`src/rtl/cpu_seq_ctrl_pkg.sv`:
```
// rtl/cpu_seq_ctrl_pkg.sv - opcodes, state encoding and register names for the sequencer
package cpu_seq_ctrl_pkg;

   localparam logic [3:0] OP_LI    = 4'd0;
   localparam logic [3:0] OP_ADD   = 4'd1;
   localparam logic [3:0] OP_INC   = 4'd2;
   localparam logic [3:0] OP_COMP  = 4'd3;
   localparam logic [3:0] OP_LOAD  = 4'd4;
   localparam logic [3:0] OP_STORE = 4'd5;
   localparam logic [3:0] OP_JNZ   = 4'd6;
   localparam logic [3:0] OP_HALT  = 4'd15;

   localparam logic [2:0] S_IDLE   = 3'd0;
   localparam logic [2:0] S_FETCH  = 3'd1;
   localparam logic [2:0] S_DECODE = 3'd2;
   localparam logic [2:0] S_EXEC   = 3'd3;
   localparam logic [2:0] S_MEM    = 3'd4;
   localparam logic [2:0] S_WB     = 3'd5;
   localparam logic [2:0] S_HALT   = 3'd6;

   localparam logic [1:0] WB_ALU  = 2'd0;
   localparam logic [1:0] WB_IMM  = 2'd1;
   localparam logic [1:0] WB_DMEM = 2'd2;

   // Where DECODE sends the instruction next.
   typedef enum logic [2:0] {CLS_NOP, CLS_WB, CLS_EXEC, CLS_MEM, CLS_JNZ, CLS_HALT} cls_e;

   typedef enum logic [3:0] {R0, R1, R2, R3, R4, R5, R6, R7,
                             R8, R9, R10, R11, R12, R13, R14, R15} reg_e;

   function automatic logic [15:0] enc(input logic [3:0] opc, input logic [3:0] f2,
                                       input logic [3:0] f1, input logic [3:0] f0);
      return {opc, f2, f1, f0};
   endfunction

endpackage

```
`src/rtl/seq_decode.sv`:
```
// rtl/seq_decode.sv - combinational map from the instruction register to selects and flow class
module seq_decode
   import cpu_seq_ctrl_pkg::*;
#(
   parameter int OP_W = 16
) (
   input  logic [OP_W-1:0] ir,
   output logic [3:0]      rf_wsel,
   output logic [3:0]      rf_asel,
   output logic [3:0]      rf_bsel,
   output logic [1:0]      wb_sel,
   output cls_e            cls
);

   logic [3:0] opc, f2, f1, f0;

   assign opc = ir[OP_W-1 -: 4];
   assign f2  = ir[11:8];
   assign f1  = ir[7:4];
   assign f0  = ir[3:0];

   always_comb begin
      rf_wsel = '0;
      rf_asel = '0;
      rf_bsel = '0;
      wb_sel  = WB_ALU;
      cls     = CLS_NOP;
      case (opc)
         OP_LI:    begin rf_wsel = f2; wb_sel = WB_IMM; cls = CLS_WB; end
         OP_ADD:   begin rf_wsel = f2; rf_asel = f1; rf_bsel = f0; cls = CLS_EXEC; end
         OP_INC:   begin rf_wsel = f0; rf_asel = f0; cls = CLS_EXEC; end
         OP_COMP:  begin rf_asel = f1; rf_bsel = f0; cls = CLS_EXEC; end
         OP_LOAD:  begin rf_wsel = f2; rf_asel = f1; wb_sel = WB_DMEM; cls = CLS_MEM; end
         OP_STORE: begin rf_asel = f1; rf_bsel = f0; cls = CLS_MEM; end
         OP_JNZ:   cls = CLS_JNZ;
         OP_HALT:  cls = CLS_HALT;
         default:  cls = CLS_NOP;
      endcase
   end

endmodule

```
`src/rtl/cpu_seq_ctrl.sv`:
```
// rtl/cpu_seq_ctrl.sv - multi-cycle FETCH/DECODE/EXEC/MEM/WB sequencer owning pc, ir and the zero flag
module cpu_seq_ctrl
   import cpu_seq_ctrl_pkg::*;
#(
   parameter int PC_W = 6,
   parameter int OP_W = 16
) (
   input  logic            clk,
   input  logic            rst,
   input  logic            run,
   input  logic            halt_req,
   input  logic [OP_W-1:0] op,
   input  logic            zero_in,
   output logic [PC_W-1:0] pc,
   output logic [OP_W-1:0] ir,
   output logic            rf_we,
   output logic [3:0]      rf_wsel,
   output logic [3:0]      rf_asel,
   output logic [3:0]      rf_bsel,
   output logic [1:0]      wb_sel,
   output logic [7:0]      imm,
   output logic [3:0]      alu_fn,
   output logic            dm_we,
   output logic            dm_re,
   output logic            busy,
   output logic            halted
);

   logic [2:0]      state, state_nxt;
   logic            z;
   logic            pc_ld, boundary;
   logic [PC_W-1:0] pc_nxt;
   logic [3:0]      opc;
   cls_e            cls;

   assign opc = ir[OP_W-1 -: 4];

   seq_decode #(.OP_W(OP_W)) u_decode (
      .ir      (ir),
      .rf_wsel (rf_wsel),
      .rf_asel (rf_asel),
      .rf_bsel (rf_bsel),
      .wb_sel  (wb_sel),
      .cls     (cls)
   );

   always_comb begin
      state_nxt = state;
      pc_ld     = 1'b0;
      boundary  = 1'b0;
      pc_nxt    = pc + PC_W'(1);
      case (state)
         S_IDLE:   if (run) state_nxt = S_FETCH;
         S_FETCH:  state_nxt = S_DECODE;
         S_DECODE:
            case (cls)
               CLS_WB:   state_nxt = S_WB;
               CLS_EXEC: state_nxt = S_EXEC;
               CLS_MEM:  state_nxt = S_MEM;
               CLS_JNZ: begin
                  pc_ld    = 1'b1;
                  boundary = 1'b1;
                  if (!z) pc_nxt = ir[PC_W-1:0];
               end
               CLS_HALT: state_nxt = S_HALT;
               default: begin
                  pc_ld    = 1'b1;
                  boundary = 1'b1;
               end
            endcase
         S_EXEC:
            if (opc == OP_COMP) begin
               pc_ld    = 1'b1;
               boundary = 1'b1;
            end else begin
               state_nxt = S_WB;
            end
         S_MEM:
            if (opc == OP_LOAD) begin
               state_nxt = S_WB;
            end else begin
               pc_ld    = 1'b1;
               boundary = 1'b1;
            end
         S_WB: begin
            pc_ld    = 1'b1;
            boundary = 1'b1;
         end
         S_HALT:   if (run && !halt_req) state_nxt = S_FETCH;
         default:  state_nxt = S_IDLE;
      endcase
      // Every return to FETCH is an instruction boundary where a halt request is honoured.
      if (boundary) state_nxt = halt_req ? S_HALT : S_FETCH;
   end

   always_ff @(posedge clk) begin
      if (rst) begin
         state <= S_IDLE;
         pc    <= '0;
         ir    <= '0;
         z     <= 1'b0;
      end else begin
         state <= state_nxt;
         if (state == S_FETCH) ir <= op;
         if (state == S_EXEC && opc == OP_COMP) z <= zero_in;
         if (pc_ld) pc <= pc_nxt;
      end
   end

   // Strobes are masked by reset so a write already in flight is never issued.
   assign rf_we  = (state == S_WB) && !rst;
   assign dm_re  = (state == S_MEM) && (opc == OP_LOAD) && !rst;
   assign dm_we  = (state == S_MEM) && (opc == OP_STORE) && !rst;
   assign alu_fn = opc;
   assign imm    = ir[7:0];
   assign busy   = (state != S_IDLE) && (state != S_HALT);
   assign halted = (state == S_HALT);

endmodule

```
`config.mk`:
```
export PLATFORM = sky130hd
export DESIGN_NAME = cpu_seq_ctrl
export DESIGN_NICKNAME = d
export VERILOG_FILES = /design/src/rtl/cpu_seq_ctrl_pkg.sv /design/src/rtl/seq_decode.sv /design/src/rtl/cpu_seq_ctrl.sv
export SDC_FILE = /design/constraint.sdc
export NUM_CORES = 1
export LEC_CHECK = 0
export CAP_MARGIN = 20
export CORE_UTILIZATION = 47
export CTS_BUF_LIST = sky130_fd_sc_hd__clkbuf_4 sky130_fd_sc_hd__clkbuf_8
export CTS_CLUSTER_DIAMETER = 60
export DETAILED_ROUTE_END_ITERATION = 8
export MAX_ROUTING_LAYER = met4
export PLACE_DENSITY = 0.95
export REMOVE_ABC_BUFFERS = 1
export SLEW_MARGIN = 20
export SYNTH_ARGS = -nofsm -noshare
export SYNTH_HDL_FRONTEND = slang
export SYNTH_SLANG_ARGS = --single-unit
```
`constraint.sdc`:
```
create_clock -name clk -period 3.95 [get_ports clk]
set_input_delay 0.79 -clock clk [delete_from_list [all_inputs] [get_ports clk]]
set_output_delay 0.79 -clock clk [all_outputs]
set_load 0.01 [all_outputs]
```
Word-level counts from Yosys, hierarchy flattened

Index checks and enable logic that the tools add are counted.
Widths: inputs -> output; s select.

$add $sub $neg: 1
Equality and inequality tests: 25
Multiplexer cells: 20
Reduce and logical (&&, ||, !) cells: 20

Operator list:

| kind                | count |
|---|---|
| $pmux 3 s7          | 1 |
| $mux 3              | 6 |
| $mux 6              | 3 |
| $pmux 4 s2          | 2 |
| $eq 3x3->1 const B  | 5 |
| $pmux 3 s5          | 1 |
| $eq 3x2->1 const B  | 4 |
| $eq 4x3->1 const B  | 3 |
| $ne 3x3->1 const B  | 4 |
| $pmux 3 s4          | 1 |
| $reduce_or 3->1     | 3 |
| $eq 4x2->1 const B  | 2 |
| $logic_and 1x1->1   | 8 |
| $reduce_or 4->1     | 2 |
| $add 6x1->6 const B | 1 |
| $eq 3x1->1 const B  | 2 |
| $ne 6x2->1 const B  | 1 |
| $reduce_and 6->1    | 1 |
| $eq 4x1->1 const B  | 1 |
| $eq 4x4->1 const B  | 1 |
| $logic_not 4->1     | 1 |
| $mux 4              | 1 |
| $pmux 1 s4          | 1 |
| $pmux 2 s2          | 1 |
| 7 further kinds     | 10 |

Bits in registers: 26
Bits of input ports: 21
Output and inout port bits: 53
Word-level logic and storage cells: 70

Longest topological paths before layout

Depth in word-level cells: 9
Mapped depth: 7
Mapped depth without buffers: 5

Hierarchy

A second synthesis with hierarchy kept.

Cells, all modules: 231
Area, all modules: 1846.8 sq um

By module, submodules not included:

| module       | instances | cells an instance | area an instance (sq um) | seq. area each (sq um) |
|---|---|---|---|---|
| cpu_seq_ctrl | 1         | 180               | 1485.2                   | 520.5 |
| seq_decode   | 1         | 51                | 361.6                    | 0.0 |

Least setup slack after synthesis

Ideal clock, no wire load.

Path kind: register to output
From: register ir[13]
To: output rf_asel[1]
Data arrival time: 1.426 ns
Data required time: 3.160 ns
Slack: 1.734 ns
Cell stages (with the launch flop): 7
Path buffers: 1
Path through: dfxtp_1 clkbuf_1 nor2b_1 nand2_1 a21oi_1 a31oi_1 nor2_1

Word-level cells in the longest chain between the ends: 3
Elaborated cells on any way between the ends: 7
Those cells by class: eq/ne: 5; mux: 1; reduce/logical: 1

RTL lines:

| what                                     | RTL line            | source |
|---|---|---|
| from (decl)                              | cpu_seq_ctrl.sv:15  | `output logic [OP_W-1:0] ir,` |
| from (signal assigned)                   | cpu_seq_ctrl.sv:104 | `if (state == S_FETCH) ir <= op;` |
| $eq 4x3->1, or another cell as far along | seq_decode.sv:28    | `case (opc)` |
| $reduce_or 4->1 (no line)                | n/a                 |  |
| $pmux 4 s2 (*)                           | seq_decode.sv:28    |  |
| to (decl)                                | cpu_seq_ctrl.sv:18  | `output logic [3:0] rf_asel,` |

Every way passes the cells marked *; elsewhere a longest branch is shown, timed or not.

Worst setup path in the final report

From: input rst
To: output dm_re

Word-level cells in the longest chain between the ends: 2

RTL lines:

| what              | RTL line            | source |
|---|---|---|
| from (decl)       | cpu_seq_ctrl.sv:9   | `input logic rst,` |
| $logic_not 1->1   | cpu_seq_ctrl.sv:112 | `assign dm_re = (state == S_MEM) && (opc == OP_LOAD) && !rst;` |
| $logic_and 1x1->1 | cpu_seq_ctrl.sv:112 |  |
| to (decl)         | cpu_seq_ctrl.sv:24  | `output logic dm_re,` |

No other way between the ends.

==> results.toml <==
[detailed_routing]
met2_wirelength_um = 2226
num_vias = 1781
final_antenna_net_count = 0
dr.pass1.iters = 4
wl_per_cell_um = 13.63
drcViolationCount = 0
wl_um = 4458
dr.max_layer_used = "met4"
vias_per_cell = 5.446
met3WireLength_um = 256
drtIter0Drc = 79
wl_met1_um = 1917

[timing]
tightest_slew_ns = 0.7686
finalCriticalPeriod_ns = 3.249
tns_ns = 0
finalSetupViolations = 0
fmax_ghz = 0.3078
finalMaxSlewViolations = 0
hold_viol_final = 0
grt_setup_unrepaired = "no"
skew_ns = 0.008928
min_period_over_period = 0.8225
hold_slack_ns = 0.5028
finalWorstSetupSlack_ns = 0.7010
slew_headroom = 0.4869

[critical_path]
cpMostUsedCell = "clkdlybuf4s50_1"
crit_path_end_kind = "primary output"
path_cells = "clkdlybuf4s50_1, nor2_1, nand2_1, nor3_1, clkdlybuf4s50_1"
critical_path_arrival_ns = 2.46
path_max_fanout = 13
cp.required_ns = 3.16
crit_family = "buffers and inverters"
r2r_slack_ns = 1.60
start_kind = "input port"
worstSetupPathType = "input port to primary output"
cp_slowest_stage_delay_ns = 0.66
slowest_stage = "clkdlybuf4s50_1"
cp_num_buf_inv = 2

[power_and_ir_drop]
power_leakage_uw = 0.0007929
peakVddDrop_uv = 321.1
power.density_mw_per_mm2 = 569.2

[cts]
htreeDepth = 1
cts_hold_buf = 0
cts_tree = "built"
clock_sinks = 26
clk_latency_ns = 0.33
cts_root_buffer = "clkbuf_4"
cts.path.max_buffers = 2
numCtsBuffers = 3
clk_pin_slew_ns = 0.13
post_cts_buffers = 0
cts_resized = 0

[layout]
nets = 304
syn2layout_area_growth_pct = 40.28
layout_commonest_cell = "clkdlybuf4s50_1"
drive_gt1_frac = 0.06406
most-common-layout-cells = "clkdlybuf4s50_1, nand2_1, a21oi_1"
diodes = 0
final_util = 0.6983
stdcell_area_mm2 = 0.002349

[placement]
place_area_mm2 = 0.002312
io_buffer_count = 73
globalplace.congestion = 0.7996
hpwl_um = 3235
place_ws_ns = 0.7063

[yosys]
synthCells = 229
ys_ff_latch = 26
yosysUniqueCellTypes = 45
netlist_area_mm2 = 0.001674
syn_area_per_cell_um2 = 7.311
yosysSeqAreaShare = 0.3109
yosysWarnings = 0

[flow_run]
maxCapViolCount = 0

[floorplan]
start_util = 0.4978
num_rows = 21
die_x_um = 61.68
core-area_mm2 = 0.003363
die-area_mm2 = 0.003804
ioPinCount = 74
die_h_um = 61.68

[global_route]
track_usage = 0.2558
antenna_found_initial = 0
overflow = 0
grt_max_degree = 25
grt_pass1_wl_um = 6989
grt_pass1_vias = 1557

[worst_hold_path]
hp-class = "flip-flop to flip-flop"

[outcome]
status = "finished clean"
==> worst paths after layout <==
path	from	endpoint	cells past startpoint
worst max-delay path	rst	dm_re	5
worst min-delay path	ir[10]	ir[10]	2
worst max register to register	ir[15]	state[0]	5
worst min register to register	ir[10]	ir[10]	2
==> cells in the mapped netlist (all sizes together) <==
cell type,n,area share
a2111oi,1,0.016
a211oi,3,0.016
a21o,3,0.013
a21oi,36,0.11
a22oi,1,0.0045
a311oi,1,0.0052
a31o,1,0.0052
a31oi,6,0.022
and2,5,0.019
and3,1,0.0037
and3b,1,0.0052
and4,1,0.0052
buf,18,0.078
clkbuf,9,0.020
dfxtp,26,0.31
ha,1,0.0075
inv,3,0.0067
mux2,2,0.013
mux2i,3,0.018
nand2,50,0.11
nand2b,4,0.015
nand3,1,0.0030
nand3b,1,0.0045
nand4,2,0.0075
nor2,21,0.047
nor2b,2,0.0075
nor3,6,0.021
nor3b,3,0.019
nor4,3,0.029
o21ai,5,0.015
o21bai,1,0.0045
or2,1,0.0037
or2b,1,0.0045
or3,4,0.015
or3b,2,0.012
==> worst reg2reg max path, delay by kind of cell, from the launching register on <==
family / cells / cell delay (ns)
flip-flops: 1 / 0.85
multiplexers: 1 / 0.38
AND/OR/NAND/NOR: 4 / 1.06
==> metal layers <==
layer  track usage  vias up
li1              -      882
met1        0.3069      822
met2        0.4286       68
met3       0.06092        9
met4       0.06667        0
met5             -        -
==> where the power goes <==
group	internal, µW	total [µW]	switching, µW
combinational	373	747	374
sequential	327	452	126
clock	56.5	137	80.7
==> cells by family after synthesis <==
| group | synth area share |
|---|---|
| buffers and inverters | 0.1054 |
| adder cells (fa/ha/maj) | 0.007473 |
| multiplexers | 0.03139 |
| AO/OA/AOI/OAI | 0.2108 |
| AND/OR/NAND/NOR | 0.3341 |
| flip-flops | 0.3109 |
==> flip-flops by register name, indices dropped and copies added (netlist names) <==
name / cells
ir: 16
state: 3
z: 1
pc: 6
==> area by class of cell <==
type,count,area [µm²]
fillers,298,1015
multi-input cells,173,977.2
repair buffers,75,745.7
flip-flops and latches,26,520.5
well taps,46,57.56
clock buffers,4,36.28
inverters,3,11.26
==> per-stage QoR <==
stage / cells / total power (µW)
after CTS: 327 / 1336
final: 327 / 1337
after floorplan: 202 / 826.4
after global routing: 327 / 1428
after detailed placement: 323 / 1200
after global placement: 323 / 1179
Note: power is estimated with default switching activity, not from simulation.
